**config.mk**
```make
export PLATFORM = sky130hd
export DESIGN_NAME = seg_scan_ctrl
export DESIGN_NICKNAME = d
export VERILOG_FILES = /design/src/rtl/seg_scan_ctrl.sv
export SDC_FILE = /design/constraint.sdc
export NUM_CORES = 1
export LEC_CHECK = 0
export CORE_MARGIN = 2
export CORE_UTILIZATION = 68
export DETAILED_ROUTE_END_ITERATION = 16
export DONT_BUFFER_PORTS = 1
export GPL_TIMING_DRIVEN = 0
export PLACE_DENSITY = 0.89
export SYNTH_ARGS = -nofsm -noshare
export SYNTH_HDL_FRONTEND = slang
export SYNTH_SLANG_ARGS = --single-unit
```
**constraint.sdc**
```tcl
create_clock -name clk -period 4.2 [get_ports clk]
set_input_delay 1.26 -clock clk [delete_from_list [all_inputs] [get_ports clk]]
set_output_delay 1.26 -clock clk [all_outputs]
set_load 0.01 [all_outputs]
```
**src/rtl/seg_scan_ctrl.sv**
```systemverilog
// Multiplexed common-anode seven-segment scanner with an all-off guard gap between digits.
// Optional blink support is compiled in when SEG_BLINK_EN is defined.

module seg_hex7 (
   input  logic [3:0] i_hex,
   output logic [6:0] o_seg_n
);
   // Active-low, bit order {g,f,e,d,c,b,a}
   always_comb begin
      case (i_hex)
         4'h0:    o_seg_n = 7'h40;
         4'h1:    o_seg_n = 7'h79;
         4'h2:    o_seg_n = 7'h24;
         4'h3:    o_seg_n = 7'h30;
         4'h4:    o_seg_n = 7'h19;
         4'h5:    o_seg_n = 7'h12;
         4'h6:    o_seg_n = 7'h02;
         4'h7:    o_seg_n = 7'h78;
         4'h8:    o_seg_n = 7'h00;
         4'h9:    o_seg_n = 7'h10;
         4'hA:    o_seg_n = 7'h08;
         4'hB:    o_seg_n = 7'h03;
         4'hC:    o_seg_n = 7'h46;
         4'hD:    o_seg_n = 7'h21;
         4'hE:    o_seg_n = 7'h06;
         default: o_seg_n = 7'h0E;
      endcase
   end
endmodule

module seg_scan_ctrl #(
   parameter  int NUM_DIGITS   = 4,
   parameter  int REFRESH_DIV  = 50000,
   parameter  int GUARD_CYCLES = 2,
   parameter  int BLINK_FRAMES = 64,
   localparam int LP_IDX_W     = (NUM_DIGITS > 1) ? $clog2(NUM_DIGITS) : 1
) (
   input  logic                  clk,
   input  logic                  reset,
   input  logic                  wr_valid,
   output logic                  wr_ready,
   input  logic [LP_IDX_W-1:0]   wr_digit,
   input  logic [3:0]            wr_data,
   input  logic                  wr_blank,
`ifdef SEG_BLINK_EN
   input  logic [NUM_DIGITS-1:0] blink_mask,
`endif
   output logic [6:0]            seg_n,
   output logic [NUM_DIGITS-1:0] an_n
);
   localparam int LP_CNT_MAX = (REFRESH_DIV > GUARD_CYCLES) ? REFRESH_DIV : GUARD_CYCLES;
   localparam int LP_CNT_W   = (LP_CNT_MAX > 1) ? $clog2(LP_CNT_MAX) : 1;

   if (NUM_DIGITS < 1 || NUM_DIGITS > 8 || REFRESH_DIV < 1 || GUARD_CYCLES < 1 ||
       BLINK_FRAMES < 1) begin : g_param_check
      $error("seg_scan_ctrl: parameter out of range");
   end

   typedef enum logic {ST_GUARD = 1'b0, ST_DRIVE = 1'b1} state_t;

   state_t                r_state, w_state_nxt;
   logic [LP_CNT_W-1:0]   r_cnt, w_cnt_nxt;
   logic [LP_IDX_W-1:0]   r_idx, w_idx_nxt;
   logic [3:0]            r_val [NUM_DIGITS];
   logic [NUM_DIGITS-1:0] r_blk;
   logic [6:0]            r_seg_n, w_seg_nxt;
   logic [NUM_DIGITS-1:0] r_an_n, w_an_nxt;
   logic                  w_wr_fire;
   logic [3:0]            w_drv_val;
   logic                  w_drv_blk;
   logic [6:0]            w_dec_seg_n;
   logic                  w_blink_off;

   // Write handshake: a write happens on a clk edge where wr_valid && wr_ready;
   // wr_ready is high exactly while the scanner sits in the guard gap.
   assign wr_ready  = (r_state == ST_GUARD);
   assign w_wr_fire = wr_valid && wr_ready;
   assign seg_n     = r_seg_n;
   assign an_n      = r_an_n;

   always_ff @(posedge clk or posedge reset) begin
      if (reset) begin
         for (int i = 0; i < NUM_DIGITS; i++) r_val[i] <= 4'h0;
         r_blk <= '1;
      end else if (w_wr_fire) begin
         for (int i = 0; i < NUM_DIGITS; i++) begin
            if (wr_digit == LP_IDX_W'(i)) begin
               r_val[i] <= wr_data;
               r_blk[i] <= wr_blank;
            end
         end
      end
   end

   // A write landing on the guard->drive edge for the digit about to be shown is forwarded.
   always_comb begin
      w_drv_val = r_val[r_idx];
      w_drv_blk = r_blk[r_idx];
      if (w_wr_fire && (wr_digit == r_idx)) begin
         w_drv_val = wr_data;
         w_drv_blk = wr_blank;
      end
   end

   seg_hex7 u_hex7 (
      .i_hex   (w_drv_val),
      .o_seg_n (w_dec_seg_n)
   );

`ifdef SEG_BLINK_EN
   localparam int LP_FRM_W = (BLINK_FRAMES > 1) ? $clog2(BLINK_FRAMES) : 1;
   logic [LP_FRM_W-1:0] r_frm_cnt;
   logic                r_blink_phase;
   logic                w_frame_done;

   // Frame boundary is where idx wraps back to 0; the new phase is first seen by digit 0's drive.
   assign w_frame_done = (r_state == ST_DRIVE) && (r_cnt == LP_CNT_W'(REFRESH_DIV - 1)) &&
                         (r_idx == LP_IDX_W'(NUM_DIGITS - 1));

   always_ff @(posedge clk or posedge reset) begin
      if (reset) begin
         r_frm_cnt     <= '0;
         r_blink_phase <= 1'b0;
      end else if (w_frame_done) begin
         if (r_frm_cnt == LP_FRM_W'(BLINK_FRAMES - 1)) begin
            r_frm_cnt     <= '0;
            r_blink_phase <= ~r_blink_phase;
         end else begin
            r_frm_cnt <= r_frm_cnt + 1'b1;
         end
      end
   end

   assign w_blink_off = r_blink_phase && blink_mask[r_idx];
`else
   assign w_blink_off = 1'b0;
`endif

   always_ff @(posedge clk or posedge reset) begin
      if (reset) begin
         r_state <= ST_GUARD;
         r_cnt   <= '0;
         r_idx   <= '0;
         r_seg_n <= 7'h7F;
         r_an_n  <= '1;
      end else begin
         r_state <= w_state_nxt;
         r_cnt   <= w_cnt_nxt;
         r_idx   <= w_idx_nxt;
         r_seg_n <= w_seg_nxt;
         r_an_n  <= w_an_nxt;
      end
   end

   always_comb begin
      w_state_nxt = r_state;
      w_cnt_nxt   = r_cnt + 1'b1;
      w_idx_nxt   = r_idx;
      w_seg_nxt   = r_seg_n;
      w_an_nxt    = r_an_n;
      case (r_state)
         ST_GUARD: begin
            if (r_cnt == LP_CNT_W'(GUARD_CYCLES - 1)) begin
               w_state_nxt     = ST_DRIVE;
               w_cnt_nxt       = '0;
               w_an_nxt        = '1;
               w_an_nxt[r_idx] = 1'b0;
               w_seg_nxt       = (w_drv_blk || w_blink_off) ? 7'h7F : w_dec_seg_n;
            end
         end
         ST_DRIVE: begin
            if (r_cnt == LP_CNT_W'(REFRESH_DIV - 1)) begin
               w_state_nxt = ST_GUARD;
               w_cnt_nxt   = '0;
               w_idx_nxt   = (r_idx == LP_IDX_W'(NUM_DIGITS - 1)) ? '0 : r_idx + 1'b1;
               w_seg_nxt   = 7'h7F;
               w_an_nxt    = '1;
            end
         end
         default: begin
            w_state_nxt = ST_GUARD;
            w_cnt_nxt   = '0;
         end
      endcase
   end
endmodule

```
# Word level (Yosys, flattened, before mapping)

Memory sizes are Yosys's and may differ from the RTL's.
Cells that the tools add are included.

Add/sub/neg operators: 2
$mul: 0
Div/mod/pow operators: 0
$lt $le $gt $ge: 3
Equal/unequal tests: 9
Shift operators: 0
Muxes and demuxes: 23
Bitwise gates (word level): 3
Reductions and logical operators: 10

Operators with widths:

| operator              | number |
|---|---|
| $mux 16               | 2 |
| $pmux 16 s2           | 1 |
| $mux 7                | 3 |
| $mux 4                | 5 |
| $add 16x1->16 const B | 1 |
| $eq 16x1->1 const B   | 1 |
| $eq 16x16->1 const B  | 1 |
| $pmux 7 s2            | 1 |
| $reduce_and 2->1      | 6 |
| $bmux 4 s2            | 1 |
| $pmux 4 s2            | 1 |
| $eq 2x2->1 const B    | 3 |
| $mux 1                | 5 |
| $ne 2x1->1 const B    | 2 |
| $not 4->4             | 1 |
| $ge 3x3->1 const B    | 1 |
| $logic_and 1x1->1     | 3 |
| $lt 2x3->1 const B    | 1 |
| $not 2->3             | 1 |
| $add 2x1->2 const B   | 1 |
| $bmux 1 s2            | 1 |
| $demux 1 s2           | 1 |
| $eq 2x1->1 const B    | 1 |
| $eq 2x2->1            | 1 |
| other kinds (5)       | 5 |

Bits in registers: 50
Bits in latches: 0
Memory bits (writable): 0
ROM bits: 112
Output and inout bits: 12
Logic and storage cells: 64
Memories kept: 1

Memory list:

| memory          | depth | width | rd ports | clocked after memory_dff | wr ports | line | source |
|---|---|---|---|---|---|---|---|
| (no name shown) | 16    | 7     | 1        | 0                        | 0        | 10   | `case (i_hex)` |

# Logic depth before layout (Yosys ltp)

Gate-level depths: netlist of run 1.
An unclocked memory read counts as a cell.

Word-level depth: 9
Depth in mapped cells: 9
Depth with buffers taken out: 8

# By module

A second synthesis of run 1 with hierarchy kept.

Cells, all modules: 219
Area, all modules: 2667.6 sq um

By module, submodules not included:

| module        | times used | cells each | area an instance (sq um) |
|---|---|---|---|
| seg_scan_ctrl | 1          | 188        | 2406.1 |
| seg_hex7      | 1          | 31         | 261.5 |

# Worst setup path after synthesis of run 1

No wires, ideal clock.

Path kind: input -> register
Start: input wr_digit[0]
End: register r_seg_n[3], in the netlist seg_n[3]
Setup time: 0.088 ns
Arrival: 3.028 ns
Path slack: 1.085 ns
Cell stages on the path: 9
Path buffers: 1
Path through: clkbuf_2 > xnor2_1 > nand3_1 > mux2i_1 > inv_1 > ha_1 > a21boi_0 > a2111oi_2 > nor3_1

Cells in the longest elaborated chain, start to end: 7
Elaborated cells between the ends (all ways): 8
Classes of those cells: eq/ne: 1; mux: 5; reduce/logical: 1; memory: 1

Ends and longest elaborated chain:

| what                 | line | source |
|---|---|---|
| from (decl)          | 42   | `input logic [LP_IDX_W-1:0] wr_digit,` |
| $eq 2x2->1 *         | 99   | `if (w_wr_fire && (wr_digit == r_idx)) begin` |
| $logic_and 1x1->1 *  | 99   |  |
| $mux 4               | 99   |  |
| $mem_v2 16x7         | --   |  |
| $mux 7 *             | 168  | `w_seg_nxt = (w_drv_blk \|\| w_blink_off) ? 7'h7F : w_dec_seg_n;` |
| $mux 7 *             | 163  | `if (r_cnt == LP_CNT_W'(GUARD_CYCLES - 1)) begin` |
| $pmux 7 s2 *         | 161  | `case (r_state)` |
| to (signal assigned) | 150  | `r_seg_n <= w_seg_nxt;` |
| to (decl)            | 66   | `logic [6:0] r_seg_n, w_seg_nxt;` |

Every way passes the cells marked *; elsewhere a longest branch is shown, timed or not. The select of a mux whose other input is x is not followed.
A chain may end at the register's enable or synchronous reset.

# Worst setup path after layout of run 1

Same ends and word-level chain as after synthesis.

==> flow_summary.toml, run 1 <==
[synth]
syn_avg_cell_area_sq_um = 11.4
synth_top_family_by_area = "simple AND/OR/NAND/NOR gates"
syn-instance-count = 239
synth_fa_ha_area_frac = 0.0550
synth_xor_area_frac = 0.0577
synth_simple_gate_area_frac = 0.150
synth-edff-count = 0
synth_compound_area_frac = 0.115
synthDistinctLibCells = 52
ys_ff_latch = 50
yosysWarnings = 0
ys_async_sr_fraction = 1.00
netlist_area_sq_um = 2730
yosys_most_used_dff = "dfrtp_1"
synth_nets = 261
synth_mux_area_frac = 0.127
yosysSeqAreaShare = 0.465

[sta]
setup_viol = 0
setup_ws_ns = 1.03
setup_tns_ns = 0
finalHoldViolations = 0
fin_crit_ns = 3.17
timing.final.crit_share = 0.755
fmax_ghz = 0.315
rsz0062_at_grt = "no"
slew_headroom = 0.411
clock_skew_ns = 0.00786
timing.final.max_slew_violations = 0
max_slew.worst_pin.slew_ns = 0.882

[setup_path]
start_kind = "input port"
worstPathMaxFanout = 6
arrival_ns = 3.40
critical_path_required_ns = 4.43
critical_path.startpoint = "wr_digit[0]"
path_class = "in2reg"
end_kind = "register"
rr_startpoint = "r_idx[1]"

[pwr]
powerDensity_nw_per_um2 = 325
p_clk_frac = 0.358
worst_ir_drop_vdd_v = 0.000279
switchingPower_mw = 0.221
switching_share = 0.233
power.total_mw = 0.950
seqPwrFrac = 0.560
p_comb_frac = 0.082
cellLeakagePower_nw = 1.32
p_int_mw = 0.729

[clock_tree]
clock-sinks = 50
ctsRootBufferMaster = "clkbuf_8"
post_cts_buffers = 0
cts_max_level = 2
cts_buffer_depth = 2
insertion_delay_ns = 0.31
cts_buffers = 5
clk_pin_slew_worst_paths_ns = 0.09
ctsResizeCount = 0
holdBufCountCts = 0
cts_tree = "done"

[place]
hpwl_microns = 3730
post-place-ws_ns = 0.689
port_buffers = 0
gp_congestion = 0.879

[finish]
antenna_cells = 0
drive_above_1_share = 0.274
syn_to_final_growth_pct = 7.05
nets = 269

[detailed_routing]
num_vias = 1846
ant_nets = 0
drt-initial-drc-count = 190
drc_errors = 0
routed_wl_microns = 5230
viasPerCell = 6.19
drtPass1Iterations = 4
wl_per_cell_microns = 17.6

[grt]
grt_first_pass_wirelength_microns = 8710
grt_pass1_vias = 1879
antenna_found_initial = 0
overflow = 0
grt_max_degree = 38
grt.total_usage = 0.261

[floorplanning]
die_height_microns = 67.4
ioPinCount = 22
dieArea_sq_um = 4540
die_x_microns = 67.4
rows = 23
core_sq_um = 3940
initial_core_util = 0.693

[hold_path]
hold_path_class = "reg2reg"
min_from = "r_cnt[13]"

[job]
maxCapViolations = 0

[outcome]
status = "completed"
state kept, by name, summed over array words and instances (netlist names):
register	flops
an_n	4
r_blk	4
r_cnt	16
r_idx	2
r_state	1
r_val	16
seg_n	7
power groups by stage:
| stage | sequential, mW | combinational (mW) | clock, mW |
|---|---|---|---|
| 4_1_cts | 0.532 | 0.0786 | 0.343 |
| 2_1_floorplan | 0.536 | 0.0631 | 0 |
| 3_3_place_gp | 0.540 | 0.0734 | 0 |
| 5_1_grt | 0.535 | 0.0874 | 0.366 |
| 3_5_place_dp | 0.541 | 0.0780 | 0 |
| 6_report | 0.532 | 0.0782 | 0.340 |
per-stage QoR:
stage | util | instances | instance area (sq um) | hold WS, ns
floorplan | - | 239 | 2730 | 0.452
global placement | 0.709 | 289 | 2790 | 0.474
detailed placement | 0.714 | 290 | 2810 | 0.479
CTS | 0.742 | 298 | 2920 | 0.494
global route | 0.742 | 298 | 2920 | 0.504
finish | 0.742 | 298 | 2920 | 0.496
layout make-up:
cell class / instances / area, sq um
sequential: 50 / 1270
buffer: 8 / 43.8
clock inverter: 2 / 37.5
tap: 50 / 62.6
timing repair buffer: 1 / 20.0
inverter: 10 / 37.5
multi-input combinational: 171 / 1380
fill: 270 / 1020
clock buffer: 6 / 72.6
synth_stat cells, types with 4 or more instances:
master / count / area (sq um)
a21oi_1: 7 / 35.0
a2bb2oi_1: 4 / 35.0
buf_2: 4 / 20.0
dfrtp_1: 35 / 876
dfstp_2: 15 / 394
ha_1: 12 / 150
inv_1: 10 / 37.5
mux2_2: 20 / 225
mux4_2: 5 / 113
nand2_1: 8 / 30.0
nand3_1: 11 / 55.1
nor2_1: 20 / 75.1
nor3_1: 15 / 75.1
xnor2_1: 8 / 70.1
xor2_1: 10 / 87.6
cell families (layout without fill, tap and decap cells):
family / count (synthesis) / in the layout
and+or+nand+nor: 78 / 78
buffers and inverters: 18 / 27
muxes: 26 / 26
DFF: 50 / 50
AOI/OAI and AO/OA: 37 / 37
xor gates and xnor gates: 18 / 18
adders and majority gates: 12 / 12
cell usage in the layout (no fill, tap or decap), types with 8 or more instances in the layout:
cell type   n
xor2_1     10
mux2_2     20
dfstp_2    15
nand3_1    11
nor2_1     20
dfrtp_1    35
nor3_1     15
nand2_1     8
ha_1       12
inv_1       9
xnor2_1     8
metal layers:
metal / global-route usage / vias up / part of all wire
li1: - / 886 / -
met1: 0.343 / 903 / 0.45
met2: 0.427 / 48 / 0.48
met3: 0.0650 / 9 / 0.049
met4: 0.0816 / 0 / 0.017
met5: 0 / - / 0
path summary, 6_finish.rpt:
kind                             end  slack, ns  cells past startpoint
setup / recovery            seg_n[3]       1.03                      9
hold / removal             r_cnt[13]       0.50                      1
setup reg to reg            seg_n[3]       1.47                      9
hold reg to reg            r_cnt[13]       0.50                      1
max in group asynchronous    an_n[2]       2.87                      2
min in group asynchronous   r_val[0]       0.77                      1
critical path: stages:
cell	delay (ns)
clkbuf_2	0.14
xnor2_1	0.27
nand3_1	0.24
mux2i_1	0.44
inv_1	0.16
ha_1	0.26
a21boi_0	0.17
a2111oi_2	0.37
nor3_1	0.09
(Power assumes the default switching activity.)
==> run 2, diff against run 1 <==
--- a/config.mk
+++ b/config.mk
@@ -6,11 +6,11 @@
 export NUM_CORES = 1
 export LEC_CHECK = 0
 export CORE_MARGIN = 2
-export CORE_UTILIZATION = 68
+export CORE_UTILIZATION = 57
 export DETAILED_ROUTE_END_ITERATION = 16
 export DONT_BUFFER_PORTS = 1
 export GPL_TIMING_DRIVEN = 0
-export PLACE_DENSITY = 0.89
+export PLACE_DENSITY = 0.8
 export SYNTH_ARGS = -nofsm -noshare
 export SYNTH_HDL_FRONTEND = slang
 export SYNTH_SLANG_ARGS = --single-unit
==> constraint.sdc (replaced) <==
create_clock -name clk -period 2.77 [get_ports clk]
set_input_delay 0.831 -clock clk [delete_from_list [all_inputs] [get_ports clk]]
set_output_delay 0.831 -clock clk [all_outputs]
set_load 0.01 [all_outputs]
==> flow_summary.toml, run 2 (same netlist as run 1, synthesis figures left out) <==
[clock_tree]
insertion_delay_ns = 0.30
ctsRootBufferMaster = "clkbuf_8"
cts_max_level = 2
ctsResizeCount = 0
clk_pin_slew_worst_paths_ns = 0.09
cts_tree = "done"
holdBufCountCts = 0
cts_buffers = 5
clock-sinks = 50
post_cts_buffers = 0
cts_buffer_depth = 2

[floorplanning]
die_height_microns = 73.2
dieArea_sq_um = 5360
rows = 25
die_x_microns = 73.2
ioPinCount = 22
core_sq_um = 4660
initial_core_util = 0.586

[sta]
clock_skew_ns = 0.00935
fin_crit_ns = 2.63
setup_viol = 0
timing.final.crit_share = 0.948
timing.final.max_slew_violations = 0
setup_tns_ns = 0
rsz0062_at_grt = "no"
max_slew.worst_pin.slew_ns = 0.913
fmax_ghz = 0.381
slew_headroom = 0.390
finalHoldViolations = 0

[setup_path]
critical_path_required_ns = 3.00
start_kind = "input port"
arrival_ns = 2.86
end_kind = "register"
path_class = "in2reg"
worstPathMaxFanout = 6

[finish]
layout_commonest_cell = "dfrtp_1"
final_cell_mix = "dfrtp_1 (35), nor2_1 (20), mux2_2 (20)"
fin_cells = 302
antenna_cells = 0
nets = 269
multi_input_comb_area_sq_um = 1380
syn_to_final_growth_pct = 6.46
ff_latch_area_sq_um = 1270
drive_above_1_share = 0.278
fillers = 376
utilization = 0.624

[place]
dpl.cell_count = 294
gp_congestion = 0.858
port_buffers = 0
hpwl_microns = 3800

[detailed_routing]
num_vias = 1858
ant_nets = 0
routed_wl_microns = 5270
drt-initial-drc-count = 189
wl_per_cell_microns = 17.4
drc_errors = 0
viasPerCell = 6.15
drtPass1Iterations = 4

[grt]
grt.total_usage = 0.218
grt_max_degree = 39
overflow = 0
grt_first_pass_wirelength_microns = 8780
grt_pass1_vias = 1793
antenna_found_initial = 0

[hold_path]
hold_path_class = "in2async"

[job]
maxCapViolations = 0

[pwr]
worst_ir_drop_vdd_v = 0.000244
cellLeakagePower_nw = 1.31
powerDensity_nw_per_um2 = 464

[outcome]
status = "completed"
## run 2: cell types whose count changed in the layout (fill, tap and decap cells not counted), sizes merged
cell / delta
clkbuf: -1
clkinv: +2
bufinv: -1
## run 2: layer usage
metal | GRT usage | up-vias | routed length, microns
met5 | 0 | - | 0
met4 | 0.0802 | 0 | 110
met3 | 0.0511 | 12 | 178
met2 | 0.334 | 36 | 2540
met1 | 0.301 | 928 | 2440
li1 | - | 882 | -
## run 2: worst max-delay path, stage by stage
cell	delay, ns
clkbuf_2	0.14
xor2_1	0.26
nor3_1	0.44
a21o_1	0.25
ha_1	0.22
a21boi_0	0.33
o21ai_0	0.19
a2bb2oi_1	0.19
## run 2: final timing paths
kind                                   from   endpoint  slack (ns)  depth (start not counted)
worst max-delay path            wr_digit[0]   seg_n[5]        0.14                          8
min in group clk                  r_cnt[10]  r_cnt[10]        0.50                          1
max in group asynchronous             reset   seg_n[3]        1.86                          2
worst min register to register    r_cnt[10]  r_cnt[10]        0.50                          1
worst max register to register     r_idx[1]   seg_n[3]        0.21                          9
worst min-delay path                  reset   r_val[7]        0.35                          1
## run 2: report_power, final
part           internal [mW]  switching (mW)  total [mW]  leakage [nW]
sequential             0.779          0.0276       0.807         0.606
combinational         0.0561          0.0636       0.120         0.658
clock                  0.174           0.248       0.422        0.0416
## run 2: cell type report
type	count	area share
buffer	8	0.0151
inverter	10	0.0129
sequential	50	0.437
tap	54	0.0232
multi-input combinational	171	0.476
timing repair buffer	1	0.00688
clock inverter	3	0.00559
clock buffer	5	0.0237
## run 2: through the flow
stage | instance area (sq um) | hold slack [ns] | total power, mW | setup WS [ns]
3_5_place_dp | 2820 | 0.477 | 0.940 | -0.215
4_1_cts | 2900 | 0.354 | 1.36 | 0.101
5_1_grt | 2910 | 0.356 | 1.40 | 0.0454
3_3_place_gp | 2800 | 0.471 | 0.931 | -0.126
6_report | 2910 | 0.351 | 1.35 | 0.143
2_1_floorplan | 2730 | 0.452 | 0.909 | 0.0838
